[config.mk]
export PLATFORM = sky130hd
export DESIGN_NAME = key_schedule_ctrl
export DESIGN_NICKNAME = d
export VERILOG_FILES = /design/src/rtl/key_schedule_ctrl_pkg.sv /design/src/rtl/key_schedule_ctrl_expandkey.sv /design/src/rtl/key_schedule_ctrl.sv
export SDC_FILE = /design/constraint.sdc
export NUM_CORES = 1
export LEC_CHECK = 0
export CAP_MARGIN = 20
export CELL_PAD_IN_SITES_DETAIL_PLACEMENT = 0
export CELL_PAD_IN_SITES_GLOBAL_PLACEMENT = 1
export CORE_MARGIN = 2
export CORE_UTILIZATION = 36
export CTS_CLUSTER_DIAMETER = 40
export CTS_CLUSTER_SIZE = 8
export DETAILED_ROUTE_END_ITERATION = 7
export GPL_TIMING_DRIVEN = 0
export HOLD_SLACK_MARGIN = 0.12
export MAX_ROUTING_LAYER = met4
export PLACE_DENSITY = 0.87
export SLEW_MARGIN = 20
export SYNTH_ARGS = -nofsm -noshare
export SYNTH_HDL_FRONTEND = slang
export SYNTH_SLANG_ARGS = --single-unit
[constraint.sdc]
create_clock -name clk_in -period 8 [get_ports clk_in]
set_clock_uncertainty 0.05 [all_clocks]
set_input_delay 1.6 -clock clk_in [delete_from_list [all_inputs] [get_ports clk_in]]
set_output_delay 1.6 -clock clk_in [all_outputs]
set_load 0.005 [all_outputs]
[src/rtl/key_schedule_ctrl_pkg.sv]
// key_schedule_ctrl_pkg
// Shared AES-128 key-schedule definitions: round-key count, last key index,
// controller state encoding and the round-constant table used by expandkey.
package key_schedule_ctrl_pkg;

   localparam int         AES_NUM_KEYS = 11;
   localparam logic [3:0] AES_LAST_IDX = 4'd10;

   typedef enum logic [1:0] {
      KS_IDLE = 2'd0,
      KS_EMIT = 2'd1,
      KS_REQ  = 2'd2,
      KS_WAIT = 2'd3
   } ks_state_e;

   // Round constant for round r lives in byte r ([8r+7:8r]), rounds 0..9.
   localparam logic [79:0] AES_RCON = {8'h36, 8'h1b, 8'h80, 8'h40, 8'h20,
                                       8'h10, 8'h08, 8'h04, 8'h02, 8'h01};

   // Round constant lookup; rounds beyond 9 have no constant and return 0.
   function automatic logic [7:0] aes_rcon(input logic [3:0] round_i);
      logic [7:0] rc;
      if (round_i <= 4'd9) begin
         rc = AES_RCON[{round_i, 3'b000} +: 8];
      end else begin
         rc = 8'h00;
      end
      return rc;
   endfunction

endpackage

[src/rtl/key_schedule_ctrl_expandkey.sv]
// expandkey
// Combinational AES-128 next-round-key stage.
// Ports:
//   round_in   : round number 0..9, selects the round constant
//   key_in     : previous round key, byte i at [8i+7:8i], word j at [32j+31:32j]
//   subword_in : SubWord(word 3 of key_in), supplied by the shared S-box unit
//   key_out    : next round key, same byte order
module expandkey
   import key_schedule_ctrl_pkg::*;
(
   input  logic [3:0]   round_in,
   input  logic [127:0] key_in,
   input  logic [31:0]  subword_in,
   output logic [127:0] key_out
);

   logic [31:0] rot_s;
   logic [31:0] temp_s;
   logic [31:0] w0_s;
   logic [31:0] w1_s;
   logic [31:0] w2_s;
   logic [31:0] w3_s;

   // SubWord is bytewise, so rotating its result equals SubWord(RotWord(w)).
   // With byte 0 in the low bits, RotWord moves byte 1 down to the bottom.
   assign rot_s  = {subword_in[7:0], subword_in[31:8]};
   assign temp_s = rot_s ^ {24'h000000, aes_rcon(round_in)};

   assign w0_s = key_in[31:0]   ^ temp_s;
   assign w1_s = key_in[63:32]  ^ w0_s;
   assign w2_s = key_in[95:64]  ^ w1_s;
   assign w3_s = key_in[127:96] ^ w2_s;

   assign key_out = {w3_s, w2_s, w1_s, w0_s};

endmodule

[src/rtl/key_schedule_ctrl.sv]
// key_schedule_ctrl
// Sequences expandkey over AES-128 rounds 0..9 and streams the 11 round keys
// to the cipher datapath, borrowing a shared SubWord unit via req/gnt.
// Ports:
//   clk_in, rst_in            : clock (rising edge), async active-high reset
//   start_in, abort_in        : begin expansion (IDLE only) / return to IDLE
//   key_in                    : cipher key
//   busy_out, done_out        : not-IDLE flag / pulse after key 10 accepted
//   rkey_out, rkey_idx_out    : current round key and its index 0..10
//   rkey_valid_out/ready_in   : round-key stream handshake
//   sbox_req_out/gnt_in       : shared SubWord unit arbitration
//   sbox_word_out/word_in     : SubWord operand (key bits [127:96]) / result
module key_schedule_ctrl
   import key_schedule_ctrl_pkg::*;
#(
   parameter int SBOX_LAT = 1,
   parameter int NUM_KEYS = AES_NUM_KEYS
) (
   input  logic         clk_in,
   input  logic         rst_in,
   input  logic         start_in,
   input  logic         abort_in,
   input  logic [127:0] key_in,
   output logic         busy_out,
   output logic         done_out,
   output logic [127:0] rkey_out,
   output logic [3:0]   rkey_idx_out,
   output logic         rkey_valid_out,
   input  logic         rkey_ready_in,
   output logic         sbox_req_out,
   input  logic         sbox_gnt_in,
   output logic [31:0]  sbox_word_out,
   input  logic [31:0]  sbox_word_in
);

   localparam logic [3:0] LAST_IDX = 4'(NUM_KEYS - 1);
   localparam logic [2:0] LAT_LOAD = 3'(SBOX_LAT);

   ks_state_e    state_q, state_d;
   logic [127:0] key_q, key_d;
   logic [3:0]   round_q, round_d;
   logic [2:0]   lat_q, lat_d;
   logic         busy_q, busy_d;
   logic         done_q, done_d;
   logic         valid_q, valid_d;
   logic         req_q, req_d;
   logic [127:0] next_key_s;

   expandkey u_expandkey (
      .round_in   (round_q),
      .key_in     (key_q),
      .subword_in (sbox_word_in),
      .key_out    (next_key_s)
   );

   // Next-state, datapath and registered-output decode.
   always_comb begin
      state_d = state_q;
      key_d   = key_q;
      round_d = round_q;
      lat_d   = lat_q;
      done_d  = 1'b0;

      if (abort_in) begin
         // Abort beats start, handshake and a result landing this cycle.
         state_d = KS_IDLE;
         lat_d   = 3'd0;
      end else begin
         case (state_q)
            KS_IDLE: begin
               if (start_in) begin
                  key_d   = key_in;
                  round_d = 4'd0;
                  state_d = KS_EMIT;
               end else begin
                  state_d = KS_IDLE;
               end
            end
            KS_EMIT: begin
               if (rkey_ready_in) begin
                  if (round_q == LAST_IDX) begin
                     state_d = KS_IDLE;
                     done_d  = 1'b1;
                  end else begin
                     state_d = KS_REQ;
                  end
               end else begin
                  state_d = KS_EMIT;
               end
            end
            KS_REQ: begin
               if (sbox_gnt_in) begin
                  state_d = KS_WAIT;
                  lat_d   = LAT_LOAD;
               end else begin
                  state_d = KS_REQ;
               end
            end
            KS_WAIT: begin
               // lat_q == 1 marks the cycle in which sbox_word_in is valid.
               if (lat_q == 3'd1) begin
                  key_d   = next_key_s;
                  round_d = round_q + 4'd1;
                  lat_d   = 3'd0;
                  state_d = KS_EMIT;
               end else begin
                  lat_d   = lat_q - 3'd1;
               end
            end
            default: begin
               state_d = KS_IDLE;
            end
         endcase
      end

      busy_d  = (state_d != KS_IDLE);
      valid_d = (state_d == KS_EMIT);
      req_d   = (state_d == KS_REQ);
   end

   // State, key, counters and output flags.
   always_ff @(posedge clk_in or posedge rst_in) begin
      if (rst_in) begin
         state_q <= KS_IDLE;
         key_q   <= 128'd0;
         round_q <= 4'd0;
         lat_q   <= 3'd0;
         busy_q  <= 1'b0;
         done_q  <= 1'b0;
         valid_q <= 1'b0;
         req_q   <= 1'b0;
      end else begin
         state_q <= state_d;
         key_q   <= key_d;
         round_q <= round_d;
         lat_q   <= lat_d;
         busy_q  <= busy_d;
         done_q  <= done_d;
         valid_q <= valid_d;
         req_q   <= req_d;
      end
   end

   assign busy_out       = busy_q;
   assign done_out       = done_q;
   assign rkey_out       = key_q;
   assign rkey_idx_out   = round_q;
   assign rkey_valid_out = valid_q;
   assign sbox_req_out   = req_q;
   assign sbox_word_out  = key_q[127:96];

endmodule

==> results of run 1 <==
==> final cells by class <==
type | count | area share (%)
buffer | 95 | 3.85
clock inverter | 13 | 1.08
antenna | 2 | 0.0381
multi-input combinational | 687 | 35.9
clock buffer | 19 | 3.29
inverter | 14 | 0.457
timing repair buffer | 333 | 25.5
tap | 324 | 3.09
sequential | 141 | 26.9
==> final timing paths <==
path                            start            to  cells after the start
min                          lat_q[1]      lat_q[1]                      2
min in group asynchronous      rst_in  rkey_out[15]                      2
min reg2reg                  lat_q[1]      lat_q[1]                      2
max                          start_in  rkey_out[25]                      7
max in group asynchronous      rst_in  rkey_out[99]                      3
max reg2reg                state_q[1]  rkey_out[96]                      6
==> worst min-delay path, cell delays in order, from the launching register on <==
cell,delay (ns)
dfrtp_1,0.34
nand2_1,0.05
o41ai_1,0.05
==> stage by stage <==
step | setup slack (ns) | cell area [um2] | std cells
floorplan | 2.57 | 8800 | 937
global route | 4.31 | 13100 | 1628
CTS | 4.44 | 13100 | 1626
detailed placement | 4.01 | 12600 | 1594
global placement | 0.0189 | 12500 | 1593
finish | 4.42 | 13100 | 1628
==> synthesized netlist by cell type, types with 2 or more instances <==
library cell,n
nand2b_1,26
o2bb2ai_1,2
nor2b_1,5
buf_1,5
o31ai_1,2
mux2i_1,46
a21oi_1,117
o21ai_0,93
a22oi_1,2
buf_4,32
xnor3_1,7
nor3_1,4
o21a_1,4
o22ai_1,60
xor2_1,30
inv_1,12
buf_2,17
a31oi_1,4
o22a_1,4
nor2_1,13
ha_1,15
a2111oi_0,2
a2bb2oi_1,20
dfrtp_1,141
and2_1,3
a21o_1,3
nand2_1,97
nand3b_1,2
nand3_1,53
nor2_2,2
clkbuf_1,40
xnor2_1,36
xor3_1,18
o211a_1,2
inv_2,2
==> kinds of logic (layout without fill, tap and decap cells) <==
logic type                 after synthesis  after routing  synth area share, %
DFF                                    141            141                 40.1
adders and majority gates               15             15                 2.13
other                                    0              2                    0
xor gates and xnor gates                91             91                 13.2
and+or+nand+nor                        212            212                 11.3
AOI/OAI and AO/OA                      322            322                 21.5
buffers and inverters                  109            474                 6.34
muxes                                   47             47                 5.36
==> power groups by stage <==
stage | registers [uW] | logic [uW] | clock network, uW
floorplan | 1030 | 673 | 0
global placement | 1040 | 1300 | 0
detailed placement | 1050 | 1310 | 0
CTS | 1040 | 1320 | 808
global route | 1070 | 1420 | 838
finish | 1050 | 1310 | 796
==> routing by layer <==
metal | wire length, um | vias up
li1 | - | 4043
met4 | 607 | 0
met5 | 0 | -
met3 | 2040 | 39
met2 | 16500 | 332
met1 | 14400 | 4183
==> flip-flops by register name, indices dropped and copies added, names as in the netlist <==
signal and flops:
sbox_req_out 1, rkey_idx_out 4, rkey_out 128, busy_out 1, rkey_valid_out 1, state_q 2
lat_q 3, done_out 1
==> results.txt, run 1 <==
worst-case clock buffer depth - 2
part of the cycle the worst path needs - 44.7%
Synth area leaders - dfrtp_1 40%, a21oi_1 6.7%, o21ai_0 5.3%
outcome - finished clean
leakage power total - 0.00529 uW
I/O pins - 334
Via Count - 8597
Crit. End Element - register
number of flops mapped to enable cells by yosys - 0
most frequent cells in the layout - 332 x clkdlybuf4s50_1, 141 x dfrtp_1, 117 x a21oi_1, 97 x nand2_1, 93 x o21ai_0
CP Class - input port to register
max frequency - 280 MHz
footprint of the multi-input gates - 4710 um2
Max FO, Critical Path - 10
Die W - 160 um
area leader, netlist - dfrtp_1
Nets - 1470
Setup Buffers After CTS - 0
hold buffers post-CTS - 0
busiest layer in global routing - met2
fill count - 2222
share of cells above drive strength 1 - 6.99%
post-synth net total - 1118
Syn Inst Count - 937
CP bufs+invs - 4
most common cell after layout, fill and taps aside - clkdlybuf4s50_1
post-synthesis sequential area ratio - 40.1%
Syn. warnings - 0
share of the synthesized area in the top cell type - 40.1%
Port Buffers - 332
Reg power frac - 33.2%
Max Cap Violations - 0
flop2flop setup slack - 4.95 ns
register bit total from synthesis - 141
gr usage total - 26.9%
grt total ovfl - 0
pwr/cell area - 240 nW/um2
P&R area growth vs syn - 49.4%
final setup TNS - 0 ns
minimum clock period - 3.58 ns
Final Max Tran Viols - 0
gpl congestion - 0.881
clk slew on worst S/H paths - 0.06 ns
Crit path top cell by count - buf_2
# rows - 57
clock network power share - 25.3%
initial antenna violation count - 2
# clock sinks - 141
Sequential cell area - 3530 um2
Worst-Margin Slew - 1.04 ns
crit path cell chain - clkdlybuf4s50_1 > nand2b_1 > o211a_1 > clkbuf_1 > buf_2 > buf_2 > a21oi_1
depth of the CTS H-tree - 4
routing usage on met2 - 45.2%
FFs w/ async S/R, synth - 100%
Worst path slowest cell - clkdlybuf4s50_1
die height - 160 um
worst hold slack - 0.433 ns
first-pass GRT wire length - 51.3 mm
final total power - 3150 uW
type of origin of the critical path - input port
total wire length - 33.5 mm
met1 Use GR - 33.7%
synth unique cells - 51
final setup fails - 0
combinational share of power - 41.5%
Final Hold Viols - 0
Worst Path Required - 8.24 ns
CP max stage delay - 0.50 ns
cell internal pwr - 2090 uW
Data arrival, critical path - 3.81 ns
DRC - 0
Global Route met3 Usage - 4.93%
worst relative slew slack - 30.1%
clock root cell - clkbuf_16
prevailing post-synth register cell - dfrtp_1
WL/cell - 20.6 um
pin count of the biggest net entering global routing - 94
die area - 25700 um2
CTS tree - yes
vias in the first global route - 8684
Initial Utilization - 36.4%
Hold Path Class - register to register
Mapped Avg Cell Area - 9.39 um2
vias per inst - 5.28
Cell Area, Synth - 8800 um2
DR iter-0 viols - 518
drt first pass iters - 5
worst skew pair latency - 0.42 ns
sw frac - 33.6%
unrepaired setup endpoints after global routing - false
Final HPWL DP - 24.7 mm
CP top delay family - buffers and inverters
post-layout util - 54.3%
# resized after CTS - 0
CTS buffer count - 17
Placeable Area - 24200 um2
Max IR drop VDD - 0.118 mV
antenna viol nets, final - 0
Switching Power - 1060 uW
Power figures use the tool's default switching activity.
==> inputs of run 2 (changes only) <==
CORE_UTILIZATION = 33   (was 36)
PLACE_DENSITY = 0.8   (was 0.87)
clock period = 3.6 ns   (was 8 ns; I/O delays follow)
==> run 2 against run 1 <==
Net effect: the flow now finishes with violations (design-rule violations); via count up 0.33%; sequential share of layout area fell by 0.26 points; routed wire length up 3.9%; total power rose by 130%; sequential power up 120%; register-to-register slack got worse by 4.4 ns; first-iteration DRC count rose by 6.6%; critical path type is now register to register; largest cell class unchanged.
==> results.txt, run 2 (synthesized netlist as in run 1, its figures left out) <==
Setup Buffers After CTS - 0
failing checks - design-rule violations
most frequent cells in the layout - 332 x clkdlybuf4s50_1, 141 x dfrtp_1, 117 x a21oi_1, 97 x nand2_1, 93 x o21ai_0
Hold Path Class - register to register
Initial Utilization - 33.7%
Crit. End Element - register
DRC - 19
CP bufs+invs - 4
# clock sinks - 141
clk slew on worst S/H paths - 0.06 ns
max frequency - 324 MHz
worst relative slew slack - 29.0%
Final Hold Viols - 0
Final Max Tran Viols - 0
Worst Path Required - 3.81 ns
Final HPWL DP - 26.1 mm
end of the critical path - rkey_out[97]
Via Count - 8625
Max IR drop VDD - 0.228 mV
die height - 167 um
outcome - complete, but fails checks
leakage power total - 0.00535 uW
flop2flop setup slack - 0.52 ns
Die W - 167 um
gr usage total - 25.5%
grt total ovfl - 0
Max FO, Critical Path - 10
# resized after CTS - 0
worst skew pair latency - 0.43 ns
first-pass GRT wire length - 52.1 mm
vias per inst - 5.24
Worst path slowest cell - clkbuf_1
initial antenna violation count - 4
minimum clock period - 3.08 ns
part of the cycle the worst path needs - 85.6%
Port Buffers - 332
Nets - 1474
CTS buffer count - 17
hold buffers post-CTS - 0
vias in the first global route - 8297
depth of the CTS H-tree - 4
Crit path top cell by count - clkbuf_1
CP top delay family - buffers and inverters
worst-case clock buffer depth - 2
most common cell after layout, fill and taps aside - clkdlybuf4s50_1
R2R depth - 6
clock network power share - 26.3%
drt first pass iters - 8
DR iter-0 viols - 552
sw frac - 34.0%
Data arrival, critical path - 3.30 ns
pwr/cell area - 538 nW/um2
clock root cell - clkbuf_16
worst setup path startpoint - state_q[0]
crit path cell chain - ha_1 > buf_2 > clkbuf_1 > clkbuf_1 > clkbuf_1 > a21oi_1
CP max stage delay - 0.66 ns
Placeable Area - 26100 um2
combinational share of power - 41.2%
P&R area growth vs syn - 50.8%
# rows - 59
final setup fails - 0
pin count of the biggest net entering global routing - 30
cell internal pwr - 4720 uW
gpl congestion - 0.859
CTS tree - yes
die area - 28000 um2
Reg-to-Reg Start - state_q[0]
Reg power frac - 32.5%
Worst-Margin Slew - 1.06 ns
CP Class - register to register
worst hold slack - 0.432 ns
placed inst area - 12700 um2
Max Cap Violations - 0
max reg flops - 128
antenna viol nets, final - 0
type of origin of the critical path - register
r2r endpoint - rkey_out[97]
I/O pins - 334
total wire length - 34.8 mm
WL/cell - 21.2 um
post-route cell area - 13300 um2
Switching Power - 2430 uW
unrepaired setup endpoints after global routing - false
fill count - 2483
Critical Path Stages - 6
share of cells above drive strength 1 - 7.35%
-- run 2: cell types whose count changed in the layout (fill, tap and decap cells not counted) --
cell        change
clkinv_2        -3
diode_2         +2
inv_8           +1
clkinvlp_4      -1
inv_6           +2
clkbuf_8        +2
buf_12          +4
clkbuf_1        -1
-- run 2: cell type report --
class,count,area [um2],share of cell area (%)
Antenna cell,4,10.0,0.0754
Buffer,95,505,3.81
Clock buffer,20,457,3.44
Clock inverter,12,151,1.14
Inverter,14,56.3,0.424
Multi-Input combinational cell,687,4710,35.5
Sequential cell,141,3530,26.6
Tap cell,335,419,3.16
Timing Repair Buffer,337,3430,25.9
-- run 2: tightest hold or removal path: stages (launching register included) --
cell     delay (ns)
dfrtp_1        0.34
nand2_1        0.05
o41ai_1        0.05
-- run 2: layer usage --
metal	part of all wire (%)	vias to the layer above	global-route usage (%)
met5	0	-	-
met4	1.0	0	4.80
met3	6.6	23	5.37
met2	48	304	40.5
met1	44	4256	34.0
li1	-	4042	-
-- run 2: power groups by stage --
stage	Sequential (uW)	Combinational, uW	Clock (uW)
floorplan	2290	1500	0
global placement	2330	2910	0
detailed placement	2340	2950	0
CTS	2320	2960	1910
global route	2380	3170	1980
finish	2320	2940	1880
-- run 2: per-stage QoR --
step	util [%]	total power, uW	cells	setup slack (ns)	TNS (ns)
6_report	50.8	7140	1645	0.518	0
4_1_cts	50.7	7180	1641	0.431	0
5_1_grt	50.8	7530	1645	0.303	0
2_1_floorplan	-	3780	937	1.07	0
3_3_place_gp	48.0	5240	1604	-0.537	-72.61
3_5_place_dp	48.4	5290	1609	0.445	0
-- run 2: worst min-delay path by stage --
stage	startpoint	depth (start not counted)	endpoint
final	lat_q[1]	2	lat_q[1]
after global routing	lat_q[1]	2	lat_q[1]
after CTS	lat_q[1]	2	lat_q[1]
after detailed placement	lat_q[1]	2	lat_q[1]
after global placement	lat_q[1]	2	lat_q[1]
after floorplan	lat_q[1]	2	lat_q[1]
